`config.mk`:
```
export PLATFORM = sky130hd
export DESIGN_NAME = dbg_responder_flat
export DESIGN_NICKNAME = d
export VERILOG_FILES = /design/src/rtl/dbg_responder_if.sv /design/src/rtl/dbg_responder.sv /design/src/flat_wrapper.sv
export SDC_FILE = /design/constraint.sdc
export NUM_CORES = 1
export LEC_CHECK = 0
export CORE_AREA = 2 2 102 104
export DETAILED_ROUTE_END_ITERATION = 8
export DIE_AREA = 0 0 104 106
export PLACE_DENSITY = 0.8
export SYNTH_ARGS = -nofsm -noshare
export SYNTH_HDL_FRONTEND = slang
export SYNTH_SLANG_ARGS = --single-unit
```
`constraint.sdc`:
```
create_clock -name clk -period 11.4 [get_ports clk]
set_input_delay 1.71 -clock clk [delete_from_list [all_inputs] [get_ports clk]]
set_output_delay 1.71 -clock clk [all_outputs]
set_load 0.02 [all_outputs]
```
`src/rtl/dbg_responder_if.sv`:
```
// Monitor debug port bundle between the CDECV core, the monitor and dbg_responder.
// The slave side is the responder; the master side drives the core state and dbg_addr.
interface dbg_responder_if;
  logic       cpu_clock;
  logic       cpu_reset;
  logic [7:0] cpu_pc;
  logic [7:0] cpu_ir;
  logic [7:0] cpu_a;
  logic [7:0] cpu_b;
  logic [7:0] cpu_ma;
  logic [7:0] cpu_md;
  logic [3:0] cpu_flags;
  logic [3:0] dbg_addr;
  logic [15:0] dbg_data;
  logic       dbg_we;
  logic       dbg_clock;
  logic       dbg_end_sq;

  // Handshake: there is no ready/backpressure. dbg_we is a pure strobe marking a
  // fresh snapshot. Once it rises, every word selected by dbg_addr is stable
  // until the next CAPTURE cycle. dbg_data follows dbg_addr one clk later.
  modport slave (
    input  cpu_clock, cpu_reset, cpu_pc, cpu_ir, cpu_a, cpu_b, cpu_ma, cpu_md,
           cpu_flags, dbg_addr,
    output dbg_data, dbg_we, dbg_clock, dbg_end_sq
  );

  modport master (
    output cpu_clock, cpu_reset, cpu_pc, cpu_ir, cpu_a, cpu_b, cpu_ma, cpu_md,
           cpu_flags, dbg_addr,
    input  dbg_data, dbg_we, dbg_clock, dbg_end_sq
  );
endinterface

```
`src/rtl/dbg_responder.sv`:
```
// CDECV debug responder: snapshots core state on each synchronised cpu_clock rise.
// Optional jump-to-self halt detection is enabled with `define DBG_END_SQ_EN.
module dbg_responder #(
  parameter int HOLD_CYCLES = 4,
  parameter int SYNC_STAGES = 2
) (
  input  logic            clk,
  input  logic            reset,
  dbg_responder_if.slave  bus,
  output logic [1:0]      dbg_state
);

  typedef enum logic [1:0] {IDLE = 2'd0, CAPTURE = 2'd1, NOTIFY = 2'd2} state_t;

  localparam logic [7:0] HOLD_LAST = 8'(HOLD_CYCLES - 1);

  state_t                 state, state_next;
  logic [SYNC_STAGES-1:0] sync_q;
  logic                   sclk, sclk_d, rise;
  logic                   pending, pending_next;
  logic [7:0]             hold_cnt, hold_next;
  logic                   capture;
  logic [15:0]            step_cnt;
  logic [7:0]             prev_pc;
  logic [15:0]            snap_w0, snap_w1, snap_w2, snap_step;
  logic [3:0]             snap_flags;
  logic [7:0]             snap_prev;
  logic [15:0]            rd_word, data_q;

  assign sclk = sync_q[SYNC_STAGES-1];

  // A rise seen while the core is held in reset is discarded.
  assign rise = sclk & ~sclk_d & ~bus.cpu_reset;

  always_ff @(posedge clk or posedge reset) begin
    if (reset) begin
      sync_q <= '0;
      sclk_d <= 1'b0;
    end else begin
      sync_q <= {sync_q[SYNC_STAGES-2:0], bus.cpu_clock};
      sclk_d <= sclk;
    end
  end

  always_ff @(posedge clk or posedge reset) begin
    if (reset) begin
      state    <= IDLE;
      pending  <= 1'b0;
      hold_cnt <= 8'd0;
    end else begin
      state    <= state_next;
      pending  <= pending_next;
      hold_cnt <= hold_next;
    end
  end

  always_comb begin
    state_next   = state;
    pending_next = pending;
    hold_next    = hold_cnt;
    capture      = 1'b0;
    if (bus.cpu_reset) begin
      state_next   = IDLE;
      pending_next = 1'b0;
      hold_next    = 8'd0;
    end else begin
      case (state)
        IDLE: begin
          if (rise) state_next = CAPTURE;
        end
        CAPTURE: begin
          capture    = 1'b1;
          hold_next  = 8'd0;
          state_next = NOTIFY;
          if (rise) pending_next = 1'b1;
        end
        NOTIFY: begin
          if (hold_cnt == HOLD_LAST) begin
            // A rise landing on the expiry cycle is treated as pending too,
            // otherwise it would be lost on the way back to IDLE.
            if (pending || rise) begin
              state_next   = CAPTURE;
              pending_next = 1'b0;
            end else begin
              state_next = IDLE;
            end
          end else begin
            hold_next = hold_cnt + 8'd1;
            if (rise) pending_next = 1'b1;
          end
        end
        default: state_next = IDLE;
      endcase
    end
  end

  always_ff @(posedge clk or posedge reset) begin
    if (reset) begin
      step_cnt   <= 16'h0000;
      prev_pc    <= 8'h00;
      snap_w0    <= 16'h0000;
      snap_w1    <= 16'h0000;
      snap_w2    <= 16'h0000;
      snap_flags <= 4'h0;
      snap_prev  <= 8'h00;
      snap_step  <= 16'h0000;
    end else if (bus.cpu_reset) begin
      step_cnt <= 16'h0000;
    end else if (capture) begin
      step_cnt   <= step_cnt + 16'd1;
      prev_pc    <= bus.cpu_pc;
      snap_w0    <= {bus.cpu_ir, bus.cpu_pc};
      snap_w1    <= {bus.cpu_b, bus.cpu_a};
      snap_w2    <= {bus.cpu_md, bus.cpu_ma};
      snap_flags <= bus.cpu_flags;
      snap_prev  <= prev_pc;
      snap_step  <= step_cnt + 16'd1;
    end
  end

`ifdef DBG_END_SQ_EN
  logic prev_valid;
  logic end_sq;

  always_ff @(posedge clk or posedge reset) begin
    if (reset) begin
      prev_valid <= 1'b0;
      end_sq     <= 1'b0;
    end else if (bus.cpu_reset) begin
      prev_valid <= 1'b0;
      end_sq     <= 1'b0;
    end else if (capture) begin
      prev_valid <= 1'b1;
      if (prev_valid && (bus.cpu_pc == prev_pc)) end_sq <= 1'b1;
    end
  end

  assign bus.dbg_end_sq = end_sq;
`else
  assign bus.dbg_end_sq = 1'b0;
`endif

  always_comb begin
    rd_word = 16'h0000;
    case (bus.dbg_addr)
      4'd0:    rd_word = snap_w0;
      4'd1:    rd_word = snap_w1;
      4'd2:    rd_word = snap_w2;
      4'd3:    rd_word = {12'h000, snap_flags};
      4'd14:   rd_word = {8'h00, snap_prev};
      4'd15:   rd_word = snap_step;
      default: rd_word = 16'h0000;
    endcase
  end

  always_ff @(posedge clk or posedge reset) begin
    if (reset) data_q <= 16'h0000;
    else       data_q <= rd_word;
  end

  assign bus.dbg_data  = data_q;
  assign bus.dbg_we    = (state == NOTIFY);
  assign bus.dbg_clock = sclk;
  assign dbg_state     = state;

endmodule

```
`src/flat_wrapper.sv`:
```
// flat-port wrapper written by rule: the top's interface ports become plain ports
module dbg_responder_flat 
#(
  parameter int HOLD_CYCLES = 4,
  parameter int SYNC_STAGES = 2
)
  (clk, reset, dbg_state, bus_cpu_clock, bus_cpu_reset, bus_cpu_pc, bus_cpu_ir, bus_cpu_a, bus_cpu_b, bus_cpu_ma, bus_cpu_md, bus_cpu_flags, bus_dbg_addr, bus_dbg_data, bus_dbg_we, bus_dbg_clock, bus_dbg_end_sq);
  dbg_responder_if bus_i ();
  input  logic clk;
  input  logic reset;
  output logic [1:0] dbg_state;
  input wire logic [$bits(bus_i.cpu_clock)-1:0] bus_cpu_clock;
  input wire logic [$bits(bus_i.cpu_reset)-1:0] bus_cpu_reset;
  input wire logic [$bits(bus_i.cpu_pc)-1:0] bus_cpu_pc;
  input wire logic [$bits(bus_i.cpu_ir)-1:0] bus_cpu_ir;
  input wire logic [$bits(bus_i.cpu_a)-1:0] bus_cpu_a;
  input wire logic [$bits(bus_i.cpu_b)-1:0] bus_cpu_b;
  input wire logic [$bits(bus_i.cpu_ma)-1:0] bus_cpu_ma;
  input wire logic [$bits(bus_i.cpu_md)-1:0] bus_cpu_md;
  input wire logic [$bits(bus_i.cpu_flags)-1:0] bus_cpu_flags;
  input wire logic [$bits(bus_i.dbg_addr)-1:0] bus_dbg_addr;
  output wire logic [$bits(bus_i.dbg_data)-1:0] bus_dbg_data;
  output wire logic [$bits(bus_i.dbg_we)-1:0] bus_dbg_we;
  output wire logic [$bits(bus_i.dbg_clock)-1:0] bus_dbg_clock;
  output wire logic [$bits(bus_i.dbg_end_sq)-1:0] bus_dbg_end_sq;
  assign bus_i.cpu_clock = bus_cpu_clock;
  assign bus_i.cpu_reset = bus_cpu_reset;
  assign bus_i.cpu_pc = bus_cpu_pc;
  assign bus_i.cpu_ir = bus_cpu_ir;
  assign bus_i.cpu_a = bus_cpu_a;
  assign bus_i.cpu_b = bus_cpu_b;
  assign bus_i.cpu_ma = bus_cpu_ma;
  assign bus_i.cpu_md = bus_cpu_md;
  assign bus_i.cpu_flags = bus_cpu_flags;
  assign bus_i.dbg_addr = bus_dbg_addr;
  assign bus_dbg_data = bus_i.dbg_data;
  assign bus_dbg_we = bus_i.dbg_we;
  assign bus_dbg_clock = bus_i.dbg_clock;
  assign bus_dbg_end_sq = bus_i.dbg_end_sq;
  dbg_responder #(.HOLD_CYCLES(HOLD_CYCLES), .SYNC_STAGES(SYNC_STAGES)) u_core (.clk(clk), .reset(reset), .bus(bus_i), .dbg_state(dbg_state));
endmodule
```
==> impl_metrics.tcl <==
set metrics [dict create \
    worst-endpoint-arrival_ns 2.19 \
    internal_power_uw 884 \
    cts-root-buf "sky130_fd_sc_hd__clkbuf_8" \
    post_cts_hold_buffer_count 0 \
    grt_overflow_total 0 \
    drive_above_1_share 0.0736 \
    avgSynthCellArea_sq_um 9.07 \
    worstPathRequired_ns 9.69 \
    crit_fanout 16 \
    chipWidth_um 104 \
    postSynthCellCount 594 \
    timing.hold.worst.class "register to register" \
    synth_flop_type "sky130_fd_sc_hd__dfrtp_1" \
    synth_warnings 0 \
    synth_area_sq_mm 0.00539 \
    h-tree-depth 4 \
    cts_sinks 122 \
    floorplan.die_area_sq_mm 0.0110 \
    gr-usage-all-layers 0.258 \
    postCtsSetupRepairBufs 0 \
    synth_most_common_cell "sky130_fd_sc_hd__nand2_1" \
    fp-row-count 37 \
    detail_route.first_pass.iterations 5 \
    die_y_um 106 \
    initialDrtViolationCount 418 \
    vias_in_the_first_global_route 4692 \
    drt-vias-per-instance 5.61 \
    grt_first_pass_wirelength_um 22600 \
    timing.setup.tns_ns 0 \
    place.port_buffers 79 \
    power-per-cell-area_mw_per_mm2 173 \
    yosysUniqueCellTypes 44 \
    grt_antenna_before_repair 0 \
    grt_max_degree 93 \
    cts_resized 0 \
    maxCapViolCount 0 \
    layout_min_cycle_time_ns 3.90 \
    crit_type "register to primary output" \
    final_nets 728 \
    cts-buffers-inserted 17 \
    yosys_register_bits 122 \
    finClkSkew_ns 0.00797 \
    cell_types_with_the_highest_counts_after_synthesis "sky130_fd_sc_hd__nand2_1 (239), sky130_fd_sc_hd__dfrtp_1 (122), sky130_fd_sc_hd__clkbuf_1 (28), sky130_fd_sc_hd__o21ai_0 (20), sky130_fd_sc_hd__nor2_1 (19)" \
    timing.fmax_ghz 0.257 \
    hold_viol_final 0 \
    initial_core_utilization 0.539 \
    drc 0 \
    design_area_sq_mm 0.00687 \
    fin_hold_ws_ns 0.367 \
    startpoint_type "register" \
    leakage_uw 0.00318 \
    max-vdd-ir-drop_v 0.0000860 \
    comb_power_share 0.109 \
    gp_congestion 0.896 \
    clk_pin_slew_ns 0.06 \
    rsz0062_at_grt "false" \
    tritoncts "done" \
    antennaDiodeCount 0 \
    outcome "finished, final reports clean" \
    worst_skew_pair.late_latency_ns 0.51 \
    detail_route.wl_per_cell_um 16.1 \
    dpl_cell_area_sq_mm 0.00629 \
    synth.largest_area_cell "sky130_fd_sc_hd__dfrtp_1" \
    power.switching_uw 301 \
    coreArea_sq_mm 0.0100 \
    ys_top_cells_by_area "sky130_fd_sc_hd__dfrtp_1 (57%), sky130_fd_sc_hd__nand2_1 (17%), sky130_fd_sc_hd__xnor2_1 (2.9%), sky130_fd_sc_hd__a222oi_1 (2.2%), sky130_fd_sc_hd__clkbuf_1 (2.0%)" \
    synth_seq_area_share 0.567 \
    io_pins 81 \
    setup-violations-final 0 \
    slew_headroom 0.297 \
    slew_of_the_pin_with_the_lowest_slew_margin_ns 1.05 \
    yosysTopAreaCellShare 0.567 \
    route.vias.total 4569 \
    final.period_utilization 0.342 \
    fillCellCount 754 \
    power.share.sequential 0.458 \
    routed_wirelength_um 13200 \
    ant_nets 0 \
    cts-root-to-sink-buffers 2 \
    post_place_worst_slack_ns 7.58 \
    fin_ws_ns 7.50 \
    netSwitchingFraction 0.254 \
    timing.final.max_slew_violations 0 \
    synthesis.nets 656 \
    post_detailed_placement_half_perimeter_wirelength_um 8510 \
    layout-area-overhead-vs-synth_pct 27.5 \
    p_clk_frac 0.433 \
    synth-async-reset-ratio 1.00 \
    timing.critical_path.to_type "primary output" \
    number_of_flops_mapped_to_enable_cells_by_yosys 0 \
]
-- state kept, by name (all words and copies together) (netlist names), 2 cells and up --
register and count:
u_core.step_cnt 16, u_core.bus.dbg_data 16, u_core.snap_step 16, u_core.dbg_state 2, u_core.sync_q 2, u_core.snap_prev 8, u_core.snap_w0 16, u_core.hold_cnt 8
u_core.snap_w2 16, u_core.snap_w1 16, u_core.snap_flags 4
-- per-layer routing --
layer  wire length [um]  track usage  part of all wire  up-vias
li1                   -            -                 -     2142
met2               6770        0.437              0.51      173
met4                214       0.0811             0.016        0
met3                859       0.0699             0.065       23
met1               5310        0.326              0.40     2231
met5                  0            0                 0        -
-- worst max-delay path, stage by stage (launching register included) --
cell	delay (ns)
sky130_fd_sc_hd__dfrtp_1	0.65
sky130_fd_sc_hd__nor2b_1	0.35
sky130_fd_sc_hd__clkdlybuf4s50_1	0.67
-- worst paths after layout --
kind / from / slack, ns / cells after the start / end
worst min register to register: u_core.sync_q[0] / 0.37 / 0 / u_core.sync_q[1]
worst min-delay path: u_core.sync_q[0] / 0.37 / 0 / u_core.sync_q[1]
min in group asynchronous: reset / 1.57 / 2 / u_core.hold_cnt[4]
worst max-delay path: u_core.dbg_state[1] / 7.50 / 2 / bus_dbg_we
worst max register to register: u_core.dbg_state[0] / 9.02 / 4 / u_core.step_cnt[12]
max in group asynchronous: reset / 8.42 / 3 / u_core.snap_w1[12]
-- through the flow --
step	instances	power, uW	utilization
2_1_floorplan	594	611	-
5_1_grt	815	1240	0.687
3_5_place_dp	783	677	0.629
3_3_place_gp	783	668	0.629
4_1_cts	815	1190	0.687
6_report	815	1190	0.687
-- power groups by stage --
stage / clock (uW) / sequential (uW) / combinational (uW)
finish: 513 / 542 / 130
global route: 539 / 548 / 148
CTS: 518 / 541 / 132
detailed placement: 0 / 548 / 129
global placement: 0 / 545 / 122
floorplan: 0 / 539 / 72.1
-- layout make-up --
class,instances,area (sq um),area share
flip-flops and latches,122,3050,0.445
multi-input cells,432,2190,0.320
clock inverters,12,123,0.0179
clock buffers,20,455,0.0663
well taps,136,170,0.0248
repair buffers,86,843,0.123
inverters,7,28.8,0.00419
-- kinds of logic after synthesis --
group | Yosys count | synth area share
AO/OA/AOI/OAI | 72 | 0.0936
XOR/XNOR | 24 | 0.0390
adder cells (fa/ha/maj) | 2 | 0.00464
buffers and inverters | 40 | 0.0293
flip-flops | 122 | 0.567
multiplexers | 1 | 0.00186
other | 1 | 0.000696
AND/OR/NAND/NOR | 332 | 0.264
-- cell usage in the layout, fill, tap and decap left out, types with 2 or more instances in the layout --
cell type	n
sky130_fd_sc_hd__nand4_1	5
sky130_fd_sc_hd__o32ai_1	3
sky130_fd_sc_hd__o21ai_0	20
sky130_fd_sc_hd__nor2_1	19
sky130_fd_sc_hd__clkbuf_16	16
sky130_fd_sc_hd__nand2b_1	2
sky130_fd_sc_hd__buf_4	7
sky130_fd_sc_hd__o31ai_1	2
sky130_fd_sc_hd__nor3_1	11
sky130_fd_sc_hd__a32oi_1	3
sky130_fd_sc_hd__and3_1	3
sky130_fd_sc_hd__and2_1	5
sky130_fd_sc_hd__a31o_2	3
sky130_fd_sc_hd__a22o_1	3
sky130_fd_sc_hd__a222oi_1	12
sky130_fd_sc_hd__nand3b_1	2
sky130_fd_sc_hd__clkinvlp_4	2
sky130_fd_sc_hd__nor3b_1	2
sky130_fd_sc_hd__dfrtp_1	122
sky130_fd_sc_hd__ha_1	2
sky130_fd_sc_hd__nor4_1	10
sky130_fd_sc_hd__inv_1	6
sky130_fd_sc_hd__nor2b_1	5
sky130_fd_sc_hd__a22oi_1	11
sky130_fd_sc_hd__bufinv_16	2
sky130_fd_sc_hd__clkdlybuf4s50_1	79
sky130_fd_sc_hd__xor2_1	6
sky130_fd_sc_hd__or3_1	4
sky130_fd_sc_hd__clkinv_4	2
sky130_fd_sc_hd__nand2_1	239
sky130_fd_sc_hd__nand3_1	13
sky130_fd_sc_hd__clkinv_2	6
sky130_fd_sc_hd__or4_1	4
sky130_fd_sc_hd__clkbuf_8	4
sky130_fd_sc_hd__xnor2_1	18
sky130_fd_sc_hd__a21oi_1	12
Power figures use the tool's default switching activity.
